--- src/rtl/candy_pkg.sv ---
// Shared definitions for the candy refill draw logic: color width, default
// color count / retry limit, FSM state encoding and a modular increment helper.
package candy_pkg;

  localparam int COLOR_W        = 3;
  localparam int COUNT_W        = 4;
  localparam int TRIES_W        = 4;
  localparam int RND_W          = 13;
  localparam int NUM_COLORS_DEF = 6;
  localparam int MAX_TRIES_DEF  = 7;

  typedef enum logic [1:0] {
    ST_IDLE = 2'b00,
    ST_DRAW = 2'b01,
    ST_HOLD = 2'b10
  } state_e;

  // (c + 1) mod n, with c assumed already below n.
  function automatic logic [COLOR_W-1:0] inc_mod(input logic [COLOR_W-1:0] c,
                                                 input int unsigned n);
    logic [COLOR_W-1:0] r;
    if ((32'(c) + 32'd1) >= n) begin
      r = '0;
    end else begin
      r = c + 3'd1;
    end
    return r;
  endfunction

endpackage

--- src/rtl/candy_accept.sv ---
// Combinational legality check for a drawn candidate color and computation of
// the fallback color used after too many rejections.
// Optional feature macro: NO_TRIPLE_EN (blocks a third identical color in a row).
module candy_accept
  import candy_pkg::*;
#(
  parameter int NUM_COLORS = NUM_COLORS_DEF
) (
  input  logic [COLOR_W-1:0] cand_i,
  input  logic [COLOR_W-1:0] hist0_i,     // most recent accepted color
  input  logic [COLOR_W-1:0] hist1_i,     // accepted color before that
  input  logic [1:0]         fill_i,      // number of valid history entries (0..2)
  output logic               accept_o,
  output logic [COLOR_W-1:0] fallback_o
);

  localparam int unsigned NC = NUM_COLORS;

  logic               in_range_s;
  logic               blocked_s;
  logic [COLOR_W-1:0] fb_base_s;

  assign in_range_s = (32'(cand_i) < NC);

  // Fallback follows the last accepted color; first tile of a run falls back to 0.
  always_comb begin
    fb_base_s = '0;
    if (fill_i == 2'd0) begin
      fb_base_s = '0;
    end else begin
      fb_base_s = inc_mod(hist0_i, NC);
    end
  end

`ifdef NO_TRIPLE_EN
  logic hist_full_s;
  assign hist_full_s = (fill_i == 2'd2);

  // Reject a candidate (or bump the fallback) that would repeat a color three times.
  always_comb begin
    blocked_s  = 1'b0;
    fallback_o = fb_base_s;
    if (hist_full_s && (cand_i == hist0_i) && (cand_i == hist1_i)) begin
      blocked_s = 1'b1;
    end else begin
      blocked_s = 1'b0;
    end
    if (hist_full_s && (fb_base_s == hist0_i) && (fb_base_s == hist1_i)) begin
      fallback_o = inc_mod(fb_base_s, NC);
    end else begin
      fallback_o = fb_base_s;
    end
  end
`else
  // Without the triple block the older history entry plays no role.
  logic unused_hist1_s;
  assign unused_hist1_s = ^hist1_i;
  assign blocked_s      = 1'b0;
  assign fallback_o     = fb_base_s;
`endif

  assign accept_o = in_range_s && !blocked_s;

endmodule

--- src/rtl/candy_draw.sv ---
// Candy refill color drawer: for each tile of a run, draws random candidates,
// rejects illegal ones, forces a fallback after MAX_TRIES rejections and hands
// the color to the consumer with a valid/ready handshake.
// Optional feature macro: NO_TRIPLE_EN (see candy_accept).
module candy_draw
  import candy_pkg::*;
#(
  parameter int NUM_COLORS = NUM_COLORS_DEF,
  parameter int MAX_TRIES  = MAX_TRIES_DEF
) (
  input  logic               clk,
  input  logic               reset,
  input  logic               start,
  input  logic [COUNT_W-1:0] count,
  input  logic [RND_W-1:0]   rnd,
  output logic               rnd_en,
  output logic [COLOR_W-1:0] color,
  output logic               color_valid,
  input  logic               color_ready,
  output logic               busy,
  output logic               done
);

  localparam logic [TRIES_W-1:0] MAX_T = TRIES_W'(MAX_TRIES);

  state_e             state_q, state_d;
  logic [COUNT_W-1:0] remaining_q, remaining_d;
  logic [TRIES_W-1:0] tries_q, tries_d;
  logic [COLOR_W-1:0] hist0_q, hist0_d;
  logic [COLOR_W-1:0] hist1_q, hist1_d;
  logic [1:0]         fill_q, fill_d;
  logic [COLOR_W-1:0] color_q, color_d;
  logic               done_d;
  logic               done_q;
  logic               valid_q;
  logic               rnd_en_q;
  logic               busy_q;

  logic [COLOR_W-1:0] cand_s;
  logic               accept_s;
  logic [COLOR_W-1:0] fallback_s;
  logic               take_s;
  logic [COLOR_W-1:0] take_color_s;
  logic               unused_rnd_s;

  assign cand_s       = rnd[COLOR_W-1:0];
  assign unused_rnd_s = ^rnd[RND_W-1:COLOR_W];

  candy_accept #(
    .NUM_COLORS (NUM_COLORS)
  ) u_accept (
    .cand_i     (cand_s),
    .hist0_i    (hist0_q),
    .hist1_i    (hist1_q),
    .fill_i     (fill_q),
    .accept_o   (accept_s),
    .fallback_o (fallback_s)
  );

  // Next-state logic: run start, candidate draw/retry/fallback, handshake and run end.
  always_comb begin
    state_d      = state_q;
    remaining_d  = remaining_q;
    tries_d      = tries_q;
    hist0_d      = hist0_q;
    hist1_d      = hist1_q;
    fill_d       = fill_q;
    color_d      = color_q;
    done_d       = 1'b0;
    take_s       = 1'b0;
    take_color_s = cand_s;

    case (state_q)
      ST_IDLE: begin
        if (start) begin
          if (count != 4'd0) begin
            state_d     = ST_DRAW;
            remaining_d = count;
            tries_d     = 4'd0;
            hist0_d     = 3'd0;
            hist1_d     = 3'd0;
            fill_d      = 2'd0;
          end else begin
            done_d = 1'b1;
          end
        end else begin
          state_d = ST_IDLE;
        end
      end

      ST_DRAW: begin
        if (tries_q >= MAX_T) begin
          take_s       = 1'b1;
          take_color_s = fallback_s;
        end else if (accept_s) begin
          take_s       = 1'b1;
          take_color_s = cand_s;
        end else begin
          tries_d = tries_q + 4'd1;
        end

        if (take_s) begin
          color_d = take_color_s;
          state_d = ST_HOLD;
          tries_d = 4'd0;
          hist1_d = hist0_q;
          hist0_d = take_color_s;
          fill_d  = (fill_q == 2'd2) ? 2'd2 : (fill_q + 2'd1);
        end else begin
          state_d = ST_DRAW;
        end
      end

      ST_HOLD: begin
        if (color_ready) begin
          remaining_d = remaining_q - 4'd1;
          if (remaining_q == 4'd1) begin
            state_d = ST_IDLE;
            done_d  = 1'b1;
          end else begin
            state_d = ST_DRAW;
          end
        end else begin
          state_d = ST_HOLD;
        end
      end

      default: begin
        state_d = ST_IDLE;
      end
    endcase
  end

  // State and registered outputs; outputs are derived from the next state.
  always_ff @(posedge clk) begin
    if (reset) begin
      state_q     <= ST_IDLE;
      remaining_q <= 4'd0;
      tries_q     <= 4'd0;
      hist0_q     <= 3'd0;
      hist1_q     <= 3'd0;
      fill_q      <= 2'd0;
      color_q     <= 3'd0;
      done_q      <= 1'b0;
      valid_q     <= 1'b0;
      rnd_en_q    <= 1'b0;
      busy_q      <= 1'b0;
    end else begin
      state_q     <= state_d;
      remaining_q <= remaining_d;
      tries_q     <= tries_d;
      hist0_q     <= hist0_d;
      hist1_q     <= hist1_d;
      fill_q      <= fill_d;
      color_q     <= color_d;
      done_q      <= done_d;
      valid_q     <= (state_d == ST_HOLD);
      rnd_en_q    <= (state_d == ST_DRAW);
      busy_q      <= (state_d != ST_IDLE);
    end
  end

  assign color       = color_q;
  assign color_valid = valid_q;
  assign rnd_en      = rnd_en_q;
  assign busy        = busy_q;
  assign done        = done_q;

endmodule

--- config.mk ---
export PLATFORM = sky130hd
export DESIGN_NAME = candy_draw
export DESIGN_NICKNAME = d
export VERILOG_FILES = /design/src/rtl/candy_pkg.sv /design/src/rtl/candy_accept.sv /design/src/rtl/candy_draw.sv
export SDC_FILE = /design/constraint.sdc
export NUM_CORES = 1
export LEC_CHECK = 0
export BUFFER_PORTS_ARGS = -buffer_cell sky130_fd_sc_hd__buf_4
export CORE_MARGIN = 5
export CORE_UTILIZATION = 46
export DETAILED_ROUTE_END_ITERATION = 8
export GPL_ROUTABILITY_DRIVEN = 1
export PLACE_DENSITY = 0.73
export SLEW_MARGIN = 15
export SYNTH_ARGS = -nofsm -noshare
export SYNTH_HDL_FRONTEND = slang
export SYNTH_SLANG_ARGS = --single-unit
--- constraint.sdc ---
create_clock -name clk -period 1.54 [get_ports clk]
set_clock_uncertainty 0.15 [all_clocks]
set_input_delay 0.077 -clock clk [delete_from_list [all_inputs] [get_ports clk]]
set_output_delay 0.077 -clock clk [all_outputs]
set_load 0.005 [all_outputs]
==> impl_results.md <==
* Post-route total power at 1.401 mW
* Later-pin clock latency in the skew report at 310 ps
* Count of cell types in the netlist at 44
* Crit path DAT at 1660 ps
* Outcome: finished with violations
* Pin count of the biggest net entering global routing at 14
* Worst relative slew slack at 0.7937
* Crit share post-route at 1.037
* Final WL at 2971 um
* Vias at 1,095
* #FFs+latches synth at 22
* Setup TNS Final at -208.7 ps
* Mean Syn Cell Area at 9.138 sq um
* Worst-path clk slew at 130 ps
* RSZ-0062 raised after global routing: true
* Vias per cell at 5.558
* Largest cells by area after synthesis: dfxtp_1 (40%), ha_1 (7.9%), a21oi_1 (4.0%)
* Top_reg_cell synth: dfxtp_1
* Hpwl dp at 2166 um
* Core area at 0.002255 sq mm
* GRT overflow at 0
* Setup WS post-layout at -56.68 ps
* Hold Crit Class: in -> reg
* Crit Path Category: reg -> reg
* Critical Path Start: hist0_q[0]
* EDFF count, synth at 0
* Drt pass-1 iters at 5
* Post-route minimum period at 1597 ps
* CTS Buf Count at 3
* Count leader, synth: dfxtp_1
* Synth warnings at 0
* Initial Util at 0.4945
* Maximum capacitance violations at 0
* Failing checks: setup timing
* Die height at 59.23 um
* Least-Margin Pin Slew at 306.1 ps
* Post-place instance area at 0.001490 sq mm
* Vias in the first global route at 1,109
* Root buf cell: clkbuf_4
* Setup violators final at 5
* R2R Path End: hist0_q[2]
* Area grow syn2layout at 55.33%
* Post-Syn Instances at 122
* Die Footprint at 0.003508 sq mm
* CTS Sinks at 22
* Final Instance Area at 0.001732 sq mm
* Detailed Route Iter0 Violations at 45
* RR Startpoint: hist0_q[0]
* Ports at 28
* Crit. End Element: flop
* Worst-path cell chain: ha_4, nand2b_1, a31oi_4, o32ai_1, a32o_1
* Port Buf Inserts at 17
* Num rows at 17
* GRT Total Usage at 0.1762
* Avg WL per Cell at 15.08 um
* Pwr/cell area at 809.0 mW/mm^2
* Diodes inserted at 0
* CTS tree: yes
* GPL Wtd Cong at 0.8176
* CP max-delay cell: dfxtp_4
* Post-synthesis net count at 150
* Critical-path maximum fanout at 4
* Post-route ant nets at 0
* Die width at 59.23 um
* LEAKAGE at 0.7042 nW
* Worst stage delay on the critical path at 390 ps
* FFs w/ async S/R, synth at 0
* Ratio of cells with drive above 1 in the final layout at 0.4379
* DP Cell Count at 185
* Peak Freq at 0.6263 GHz
* Post-route insts no fill at 197
* CP endpoint: hist0_q[2]
* First-pass GRT wire length at 4899 um
* Synth area leader: dfxtp_1
* Crit path launch type: flop
* Worst IR drop on VDD at 0.0006503 V
* Synth top cells by count: dfxtp_1 (22), a21oi_1 (9), inv_1 (8), nand2_1 (8), ha_1 (7)
* Initial antenna violation count at 0
* Syn Std Cell Area at 0.001115 sq mm
* Req. time, crit path at 1610 ps
* Fin. Hold Viols at 0
* R2r setup slk at -60 ps
* Register area share after synthesis at 0.3951
* Post-route DRC at 0
* H-tree depth at 1
* CTS Buffer Depth at 2
* Fill count at 152
* Layout Nets at 198
* Final Max Tran Viols at 0
* Worst Reg-to-Reg Cells at 5
* Final Util at 0.7680
* Post-synth top area share at 0.3951
==> through the flow <==
step           setup WS (ps)  hold WS, ps
2_1_floorplan         -1.314        3.714
3_3_place_gp          -72.64        208.4
3_5_place_dp          -107.7        216.3
4_1_cts               -60.53        21.06
5_1_grt               -136.8        36.98
6_report              -56.68        29.07
==> report_power, final <==
part           internal (mW)  leakage, nW  switching (mW)  total, mW
clock                  0.263       0.0279           0.181      0.444
combinational          0.171        0.493           0.145      0.317
sequential             0.605        0.183          0.0349      0.640
total                   1.04        0.704           0.361       1.40
==> worst min-delay path by stage <==
stage / cells past startpoint / start / to
floorplan: 1 / reset / state_q[0]
global placement: 2 / reset / remaining_q[0]
detailed placement: 2 / reset / tries_q[3]
CTS: 4 / count[0] / done
global route: 4 / count[1] / done
finish: 4 / count[1] / done
==> cells in the final DEF (no fill, tap or decap), types with 4 or more instances in the layout <==
cell | Yosys | routed
nand2_1 | 8 | 8
dlygate4sd3_1 | 0 | 6
a22o_1 | 5 | 5
ha_1 | 7 | 4
inv_1 | 8 | 7
buf_4 | 1 | 38
dfxtp_1 | 22 | 16
a21oi_1 | 9 | 7
o21ai_0 | 6 | 5
nor2_1 | 5 | 4
==> what timing repair did <==
item                                    CTS  global route
endpoints found under the setup margin   15            13
gates cloned                              0             0
hold buffers                              6             0
endpoints found under the hold margin    15             0
gates resized for setup                  10            15
pin swaps                                 3             5
buffers inserted                          1             1
==> final cells by class <==
class | instances | area (sq um) | share of cell area
repair buffers | 47 | 379.1 | 0.2189
clock buffers | 3 | 22.52 | 0.01301
flip-flops and latches | 22 | 455.4 | 0.2630
well taps | 28 | 35.03 | 0.02023
clock inverters | 1 | 30.03 | 0.01734
multi-input cells | 88 | 779.5 | 0.4501
inverters | 8 | 30.03 | 0.01734
==> per-layer routing <==
metal  GRT usage  vias up  routed length, um
met1      0.2306      520               1396
li1            -      553                  -
met5           0        -                  0
met4     0.03883        0                 17
met3     0.03704        2                 92
met2      0.2949       20               1465
==> critical path: cells and delay by family, from the launching register on <==
kind	cells	cell delay, ps
compound gates	3	610
fa+ha+maj	1	180
flops	1	390
simple gates	1	170
==> sequential cells by signal, indices dropped and copies added (netlist names) <==
name         count
hist0_q          3
rnd_en           1
color            3
done             1
fill_q           2
remaining_q      4
busy             1
tries_q          4
color_valid      1
state_q          2
==> cell families after synthesis <==
family                   count (synthesis)  synth area share
AO/OA/AOI/OAI                           43            0.2828
XOR/XNOR                                 3           0.02357
adder cells (fa/ha/maj)                  7           0.07856
buffers and inverters                   12           0.04489
flip-flops                              22            0.3951
AND/OR/NAND/NOR                         35            0.1751
Power figures use the tool's default switching activity.
